File: src/rtl/cpu_pkg.sv
// Shared CPU definitions: opcode constants, fetch-stage state type,
// the NOP word and a small PC alignment helper.
package cpu_pkg;

   localparam logic [5:0] OP_R_TYPE = 6'b000000;
   localparam logic [5:0] OP_ADDI   = 6'b010011;
   localparam logic [5:0] OP_BEQ    = 6'b011001;
   localparam logic [5:0] OP_LW     = 6'b011000;
   localparam logic [5:0] OP_SW     = 6'b101000;

   // The all-zero word doubles as the program terminator and as a bubble.
   localparam logic [31:0] NOP_WORD = 32'h0000_0000;

   typedef enum logic [1:0] {
      RUN   = 2'd0,
      DRAIN = 2'd1,
      DONE  = 2'd2
   } if_state_t;

   // Instruction addresses are word aligned, so the low two bits are dropped.
   function automatic logic [31:0] alignPc(input logic [31:0] addr);
      return {addr[31:2], 2'b00};
   endfunction

endpackage

File: src/rtl/if_stage_if.sv
// Bundle of the fetch stage's control, instruction-memory and IF/ID signals.
// The slave side is the fetch stage itself; the master side drives it.
interface if_stage_if;

   logic        stall_i;
   logic        flush_i;
   logic [31:0] branch_target_i;
   logic [31:0] instr_i;
   logic [31:0] pc_o;
   logic [31:0] ifid_instr_o;
   logic [31:0] ifid_pc4_o;
   logic        ifid_valid_o;
   logic        done_o;

   modport slave (
      input  stall_i,
      input  flush_i,
      input  branch_target_i,
      input  instr_i,
      output pc_o,
      output ifid_instr_o,
      output ifid_pc4_o,
      output ifid_valid_o,
      output done_o
   );

   modport master (
      output stall_i,
      output flush_i,
      output branch_target_i,
      output instr_i,
      input  pc_o,
      input  ifid_instr_o,
      input  ifid_pc4_o,
      input  ifid_valid_o,
      input  done_o
   );

endinterface

File: src/rtl/if_pc_reg.sv
// Program counter register with its next-PC selection: a redirect wins over
// a hold, and otherwise the PC steps to the next word (wrapping at 2^32).
module if_pc_reg
   import cpu_pkg::*;
#(
   parameter logic [31:0] RESET_PC = 32'h0000_0000
) (
   input  logic        clk_i,
   input  logic        rst_n,
   input  logic        i_flush,
   input  logic        i_hold,
   input  logic [31:0] i_target,
   output logic [31:0] o_pc
);

   logic [31:0] r_pc;
   logic [31:0] w_pcNext;

   // Pick the next fetch address: aligned branch target, same PC, or PC+4.
   always_comb begin
      w_pcNext = r_pc + 32'd4;
      if (i_flush) begin
         w_pcNext = alignPc(i_target);
      end else if (i_hold) begin
         w_pcNext = r_pc;
      end
   end

   // The PC itself; reset takes effect immediately, not at the next edge.
   always_ff @(posedge clk_i or negedge rst_n) begin
      if (!rst_n) begin
         r_pc <= RESET_PC;
      end else begin
         r_pc <= w_pcNext;
      end
   end

   assign o_pc = r_pc;

endmodule

File: src/rtl/if_stage.sv
// Instruction fetch stage. Fetches from pc_o every cycle, fills the IF/ID
// register, and after seeing the all-zero terminator word keeps fetching for
// DRAIN_CYCLES more cycles before freezing with done_o set.
module if_stage
   import cpu_pkg::*;
#(
   parameter int          DRAIN_CYCLES = 4,
   parameter logic [31:0] RESET_PC     = 32'h0000_0000
) (
   input  logic        clk_i,
   input  logic        rst_n,
   if_stage_if.slave   bus
);

   // Counter only has to reach DRAIN_CYCLES-1; keep at least one bit.
   localparam int                CNT_W    = (DRAIN_CYCLES > 1) ? $clog2(DRAIN_CYCLES) : 1;
   localparam logic [CNT_W-1:0] CNT_LAST = CNT_W'(DRAIN_CYCLES - 1);

   if_state_t        r_state;
   logic [CNT_W-1:0] r_cnt;
   logic [31:0]      r_ifidInstr;
   logic [31:0]      r_ifidPc4;
   logic             r_ifidValid;
   logic             r_done;

   logic [31:0]      w_pc;
   logic [31:0]      w_pcPlus4;
   logic             w_flush;
   logic             w_hold;
   logic             w_advance;
   logic             w_zeroWord;

   // Once DONE, stall and flush are ignored and everything stays frozen.
   assign w_flush    = bus.flush_i && (r_state != DONE);
   assign w_hold     = (r_state == DONE) || bus.stall_i;
   assign w_advance  = !w_flush && !w_hold;
   assign w_pcPlus4  = w_pc + 32'd4;
   assign w_zeroWord = (bus.instr_i == NOP_WORD);

   if_pc_reg #(
      .RESET_PC (RESET_PC)
   ) u_pcReg (
      .clk_i    (clk_i),
      .rst_n    (rst_n),
      .i_flush  (w_flush),
      .i_hold   (w_hold),
      .i_target (bus.branch_target_i),
      .o_pc     (w_pc)
   );

   // Fetch-state FSM together with the IF/ID register and the done flag.
   // A zero word is latched as a bubble; the cycle that finishes draining is
   // still a fetch cycle but presents no valid instruction.
   always_ff @(posedge clk_i or negedge rst_n) begin
      if (!rst_n) begin
         r_state     <= RUN;
         r_cnt       <= '0;
         r_ifidInstr <= '0;
         r_ifidPc4   <= '0;
         r_ifidValid <= 1'b0;
         r_done      <= 1'b0;
      end else if (w_flush) begin
         r_state     <= RUN;
         r_cnt       <= '0;
         r_ifidInstr <= '0;
         r_ifidPc4   <= '0;
         r_ifidValid <= 1'b0;
      end else if (w_advance) begin
         r_ifidInstr <= bus.instr_i;
         r_ifidPc4   <= w_pcPlus4;
         r_ifidValid <= !w_zeroWord;
         case (r_state)
            RUN: begin
               if (w_zeroWord) begin
                  r_state <= DRAIN;
                  r_cnt   <= '0;
               end
            end
            DRAIN: begin
               if (r_cnt == CNT_LAST) begin
                  r_state     <= DONE;
                  r_done      <= 1'b1;
                  r_ifidValid <= 1'b0;
               end else begin
                  r_cnt <= r_cnt + CNT_W'(1);
               end
            end
            default: begin
            end
         endcase
      end
   end

   assign bus.pc_o         = w_pc;
   assign bus.ifid_instr_o = r_ifidInstr;
   assign bus.ifid_pc4_o   = r_ifidPc4;
   assign bus.ifid_valid_o = r_ifidValid;
   assign bus.done_o       = r_done;

endmodule

File: src/flat_wrapper.sv
// flat-port wrapper written by rule: the top's interface ports become plain ports
module if_stage_flat import cpu_pkg::*;
#(
   parameter int          DRAIN_CYCLES = 4,
   parameter logic [31:0] RESET_PC     = 32'h0000_0000
)
  (clk_i, rst_n, bus_stall_i, bus_flush_i, bus_branch_target_i, bus_instr_i, bus_pc_o, bus_ifid_instr_o, bus_ifid_pc4_o, bus_ifid_valid_o, bus_done_o);
  if_stage_if bus_i ();
  input  logic clk_i;
  input  logic rst_n;
  input wire logic [$bits(bus_i.stall_i)-1:0] bus_stall_i;
  input wire logic [$bits(bus_i.flush_i)-1:0] bus_flush_i;
  input wire logic [$bits(bus_i.branch_target_i)-1:0] bus_branch_target_i;
  input wire logic [$bits(bus_i.instr_i)-1:0] bus_instr_i;
  output wire logic [$bits(bus_i.pc_o)-1:0] bus_pc_o;
  output wire logic [$bits(bus_i.ifid_instr_o)-1:0] bus_ifid_instr_o;
  output wire logic [$bits(bus_i.ifid_pc4_o)-1:0] bus_ifid_pc4_o;
  output wire logic [$bits(bus_i.ifid_valid_o)-1:0] bus_ifid_valid_o;
  output wire logic [$bits(bus_i.done_o)-1:0] bus_done_o;
  assign bus_i.stall_i = bus_stall_i;
  assign bus_i.flush_i = bus_flush_i;
  assign bus_i.branch_target_i = bus_branch_target_i;
  assign bus_i.instr_i = bus_instr_i;
  assign bus_pc_o = bus_i.pc_o;
  assign bus_ifid_instr_o = bus_i.ifid_instr_o;
  assign bus_ifid_pc4_o = bus_i.ifid_pc4_o;
  assign bus_ifid_valid_o = bus_i.ifid_valid_o;
  assign bus_done_o = bus_i.done_o;
  if_stage #(.DRAIN_CYCLES(DRAIN_CYCLES), .RESET_PC(RESET_PC)) u_core (.clk_i(clk_i), .rst_n(rst_n), .bus(bus_i));
endmodule
File: config.mk
export PLATFORM = sky130hd
export DESIGN_NAME = if_stage_flat
export DESIGN_NICKNAME = d
export VERILOG_FILES = /design/src/rtl/cpu_pkg.sv /design/src/rtl/if_stage_if.sv /design/src/rtl/if_pc_reg.sv /design/src/rtl/if_stage.sv /design/src/flat_wrapper.sv
export SDC_FILE = /design/constraint.sdc
export NUM_CORES = 1
export LEC_CHECK = 0
export ABC_AREA = 0
export BUFFER_PORTS_ARGS = -buffer_cell sky130_fd_sc_hd__buf_2
export CAP_MARGIN = 0
export CORE_MARGIN = 2
export CORE_UTILIZATION = 47
export CTS_CLUSTER_DIAMETER = 50
export DETAILED_ROUTE_END_ITERATION = 7
export MAX_ROUTING_LAYER = met4
export PLACE_DENSITY = 0.8
export SLEW_MARGIN = 20
export SYNTH_ARGS = -nofsm -noshare
export SYNTH_HDL_FRONTEND = slang
export SYNTH_SLANG_ARGS = --single-unit
File: constraint.sdc
create_clock -name clk_i -period 6.4 [get_ports clk_i]
set_input_delay 0.64 -clock clk_i [delete_from_list [all_inputs] [get_ports clk_i]]
set_output_delay 0.64 -clock clk_i [all_outputs]
set_load 0.02 [all_outputs]
==> flow_summary.json <==
{
  "critPathMaxFanout": 9,
  "cts_made_buffers": 9,
  "antenna_found_initial": 0,
  "yosysUniqueCellTypes": 45,
  "cts_root_buffer": "clkbuf_8",
  "route.detailed.drc": 0,
  "dp_hpwl_um": 8090,
  "initial_utilization": 0.489,
  "cpPeakStageDelay_ns": 0.67,
  "final_max_slew_viol_count": 0,
  "insertion_delay_ns": 0.35,
  "postCtsSetupRepairBufs": 0,
  "met2_usage": 0.355,
  "netlist.top_cell.by_area": "dfrtp_1",
  "cts_max_level": 3,
  "gr-usage-met3": 0.0410,
  "p_leak_nw": 2.85,
  "syn_area_per_cell_um2": 10.5,
  "place.gp.congestion": 0.838,
  "ys_seq_area_frac": 0.546,
  "synthCells": 434,
  "slowest_stage": "or4_1",
  "drt_wl_total_um": 11500,
  "via_count": 4006,
  "arrival_ns": 2.97,
  "synth.most_common_cell": "dfrtp_1",
  "period_minus_slack_ns": 2.67,
  "yosysWarnings": 0,
  "fin_total_pwr_mw": 1.48,
  "viasPerCell": 5.65,
  "tightestPinTransition_ns": 0.922,
  "ys.flop_type": "dfrtp_1",
  "hp-class": "in -> async",
  "die_x_um": 102,
  "synth_enable_flop_cells": 0,
  "synth-seq-cells": 99,
  "grt_max_degree": 69,
  "worstSetupPathType": "reg -> reg",
  "outcome": "complete, no violations",
  "timing.fmax_mhz": 375,
  "clk_path_buf_depth": 2,
  "grt_util_met1": 0.320,
  "synth-compound-area-share": 0.223,
  "synthAdderAreaFrac": 0.00552,
  "ant_nets": 0,
  "first_iter_violations": 234,
  "diodes": 0,
  "cts.sinks": 99,
  "busiest_layer": "met2",
  "synth_top_family_by_area": "compound AO/OA/AOI/OAI gates",
  "ys_async_sr_fraction": 1.00,
  "post-route-period-util": 0.416,
  "die_h_um": 102,
  "wl_per_cell_um": 16.3,
  "postCtsHoldBufs": 0,
  "synth_mux_area_frac": 0.00689,
  "netlist_top_cells_area": "dfrtp_1 (55%), a22o_1 (6.6%), nand2_1 (4.3%), o21ai_0 (3.5%), a221o_1 (3.3%)",
  "dieArea_um2": 10500,
  "start_kind": "register",
  "ir_drop_v": 0.000106,
  "rsz0062_at_grt": "no",
  "ctsResizeCount": 0,
  "rows": 35,
  "area_delta_synth_final_pct": 23.4,
  "netlist_area_um2": 4540,
  "core-area_um2": 9280,
  "synthTopCellsByCount": "dfrtp_1 (99), nand2_1 (52), a22o_1 (34)",
  "end_kind": "register",
  "grt_usage": 0.232,
  "dr.pass1.iters": 5,
  "max_cap_viol_count": 0,
  "synth_simple_gate_area_frac": 0.148,
  "synth_xor_area_frac": 0.0290,
  "hold_violations": 0,
  "skew_ns": 0.0148,
  "setup_viol": 0,
  "cts_tree": "yes",
  "io_pins": 166,
  "crit_path_frequent_cell": "or4_1",
  "finalSetupTns_ns": 0,
  "hold_ws_ns": 0.235,
  "p_per_area_nw_per_um2": 264,
  "synth_top_area_frac": 0.546,
  "slew_headroom": 0.385,
  "drive_gt1_frac": 0.333,
  "clk_pin_slew_ns": 0.10,
  "cp_cell_sequence": "ha_1 > nand3_1 > or4_1 > or4_1 > a21oi_1 > a221o_1",
  "finalNetCount": 645,
  "grt-ovfl-total": 0,
  "cp_data_required_time_ns": 6.70,
  "io_buffers": 161,
  "grt_pass1_wl_um": 18500,
  "grt_pass1_vias": 3713
}
## stage by stage
stage	cell area (um2)	utilization	setup WS, ns	cells
2_1_floorplan	4540	-	4.02	435
3_3_place_gp	5400	0.582	3.84	693
3_5_place_dp	5400	0.582	3.76	693
4_1_cts	5600	0.603	3.75	709
5_1_grt	5600	0.603	3.56	709
6_report	5600	0.603	3.73	709
## cells by family (layout without fill, tap and decap cells)
logic type      Yosys count  in the layout
compound gates          137            137
simple gates            132            132
flops                    99             99
buf+inv                  45            190
xor+xnor                 15             15
mux                       3              3
fa+ha+maj                 2              2
other cells               1              2
## per-layer routing
metal	vias up	routed length, um	share of wire
li1	1891	-	-
met2	167	5450	0.47
met3	10	772	0.067
met4	0	102	0.0088
met5	-	0	0
met1	1938	5200	0.45
## layout make-up
type	count	area [um2]
Clock buffer	10	128
Clock inverter	6	65.1
Fill cell	843	3690
Inverter	7	26.3
Multi-Input combinational cell	291	1890
Sequential cell	99	2480
Tap cell	129	161
Timing Repair Buffer	167	853
## registers in the layout, summed over array words and instances (netlist names)
| register | count |
|---|---|
| u_core.bus.ifid_instr_o | 32 |
| u_core.bus.ifid_pc4_o | 31 |
| u_core.u_pcReg.o_pc | 30 |
| u_core.r_cnt | 2 |
| u_core.r_state | 2 |
| u_core.bus.done_o | 1 |
| u_core.bus.ifid_valid_o | 1 |
## worst max-delay path: cells and delay by family, from the launching register on
family | cells | cell delay, ns
flops | 1 | 0.47
fa+ha+maj | 1 | 0.26
compound gates | 2 | 0.41
simple gates | 3 | 1.47
## power breakdown
part / switching (mW) / total [mW] / internal [mW]
sequential: 0.0698 / 0.759 / 0.689
combinational: 0.198 / 0.321 / 0.124
clock: 0.218 / 0.400 / 0.182
## path summary, 6_finish.rpt
| path | slack [ns] | start | cells past startpoint | endpoint |
|---|---|---|---|---|
| setup / recovery | 3.73 | u_core.u_pcReg.o_pc[2] | 6 | u_core.u_pcReg.o_pc[28] |
| hold / removal | 0.24 | rst_n | 1 | u_core.bus.ifid_instr_o[7] |
| setup reg to reg | 3.73 | u_core.u_pcReg.o_pc[2] | 6 | u_core.u_pcReg.o_pc[28] |
| hold reg to reg | 0.48 | u_core.bus.done_o | 1 | u_core.bus.done_o |
| max in group asynchronous | 5.01 | rst_n | 2 | u_core.bus.ifid_pc4_o[18] |
| min in group clk_i | 0.48 | u_core.bus.done_o | 1 | u_core.bus.done_o |
## placed cells by master (no fill, tap or decap), types with 2 or more instances in the layout
master and count:
a221o_1 15, buf_2 160, a22oi_1 4, ha_1 2
nor2_1 12, xnor2_1 11, and2_1 2, inv_1 7
dfrtp_1 99, o31ai_1 4, xor2_1 4, a21o_2 3
or4_1 10, o311ai_0 4, nand3_1 11, nand2_1 52
o211ai_1 5, or3_1 7, nand4_1 7, nor3_1 7
nor4_1 12, a22o_1 34, and3_1 3, buf_4 7
clkbuf_8 9, o21ai_0 32, conb_1 2, clkinv_2 2
a21oi_1 16, o211a_1 3, a21o_1 13, mux2i_1 2
Note: power is estimated with default switching activity, not from simulation.
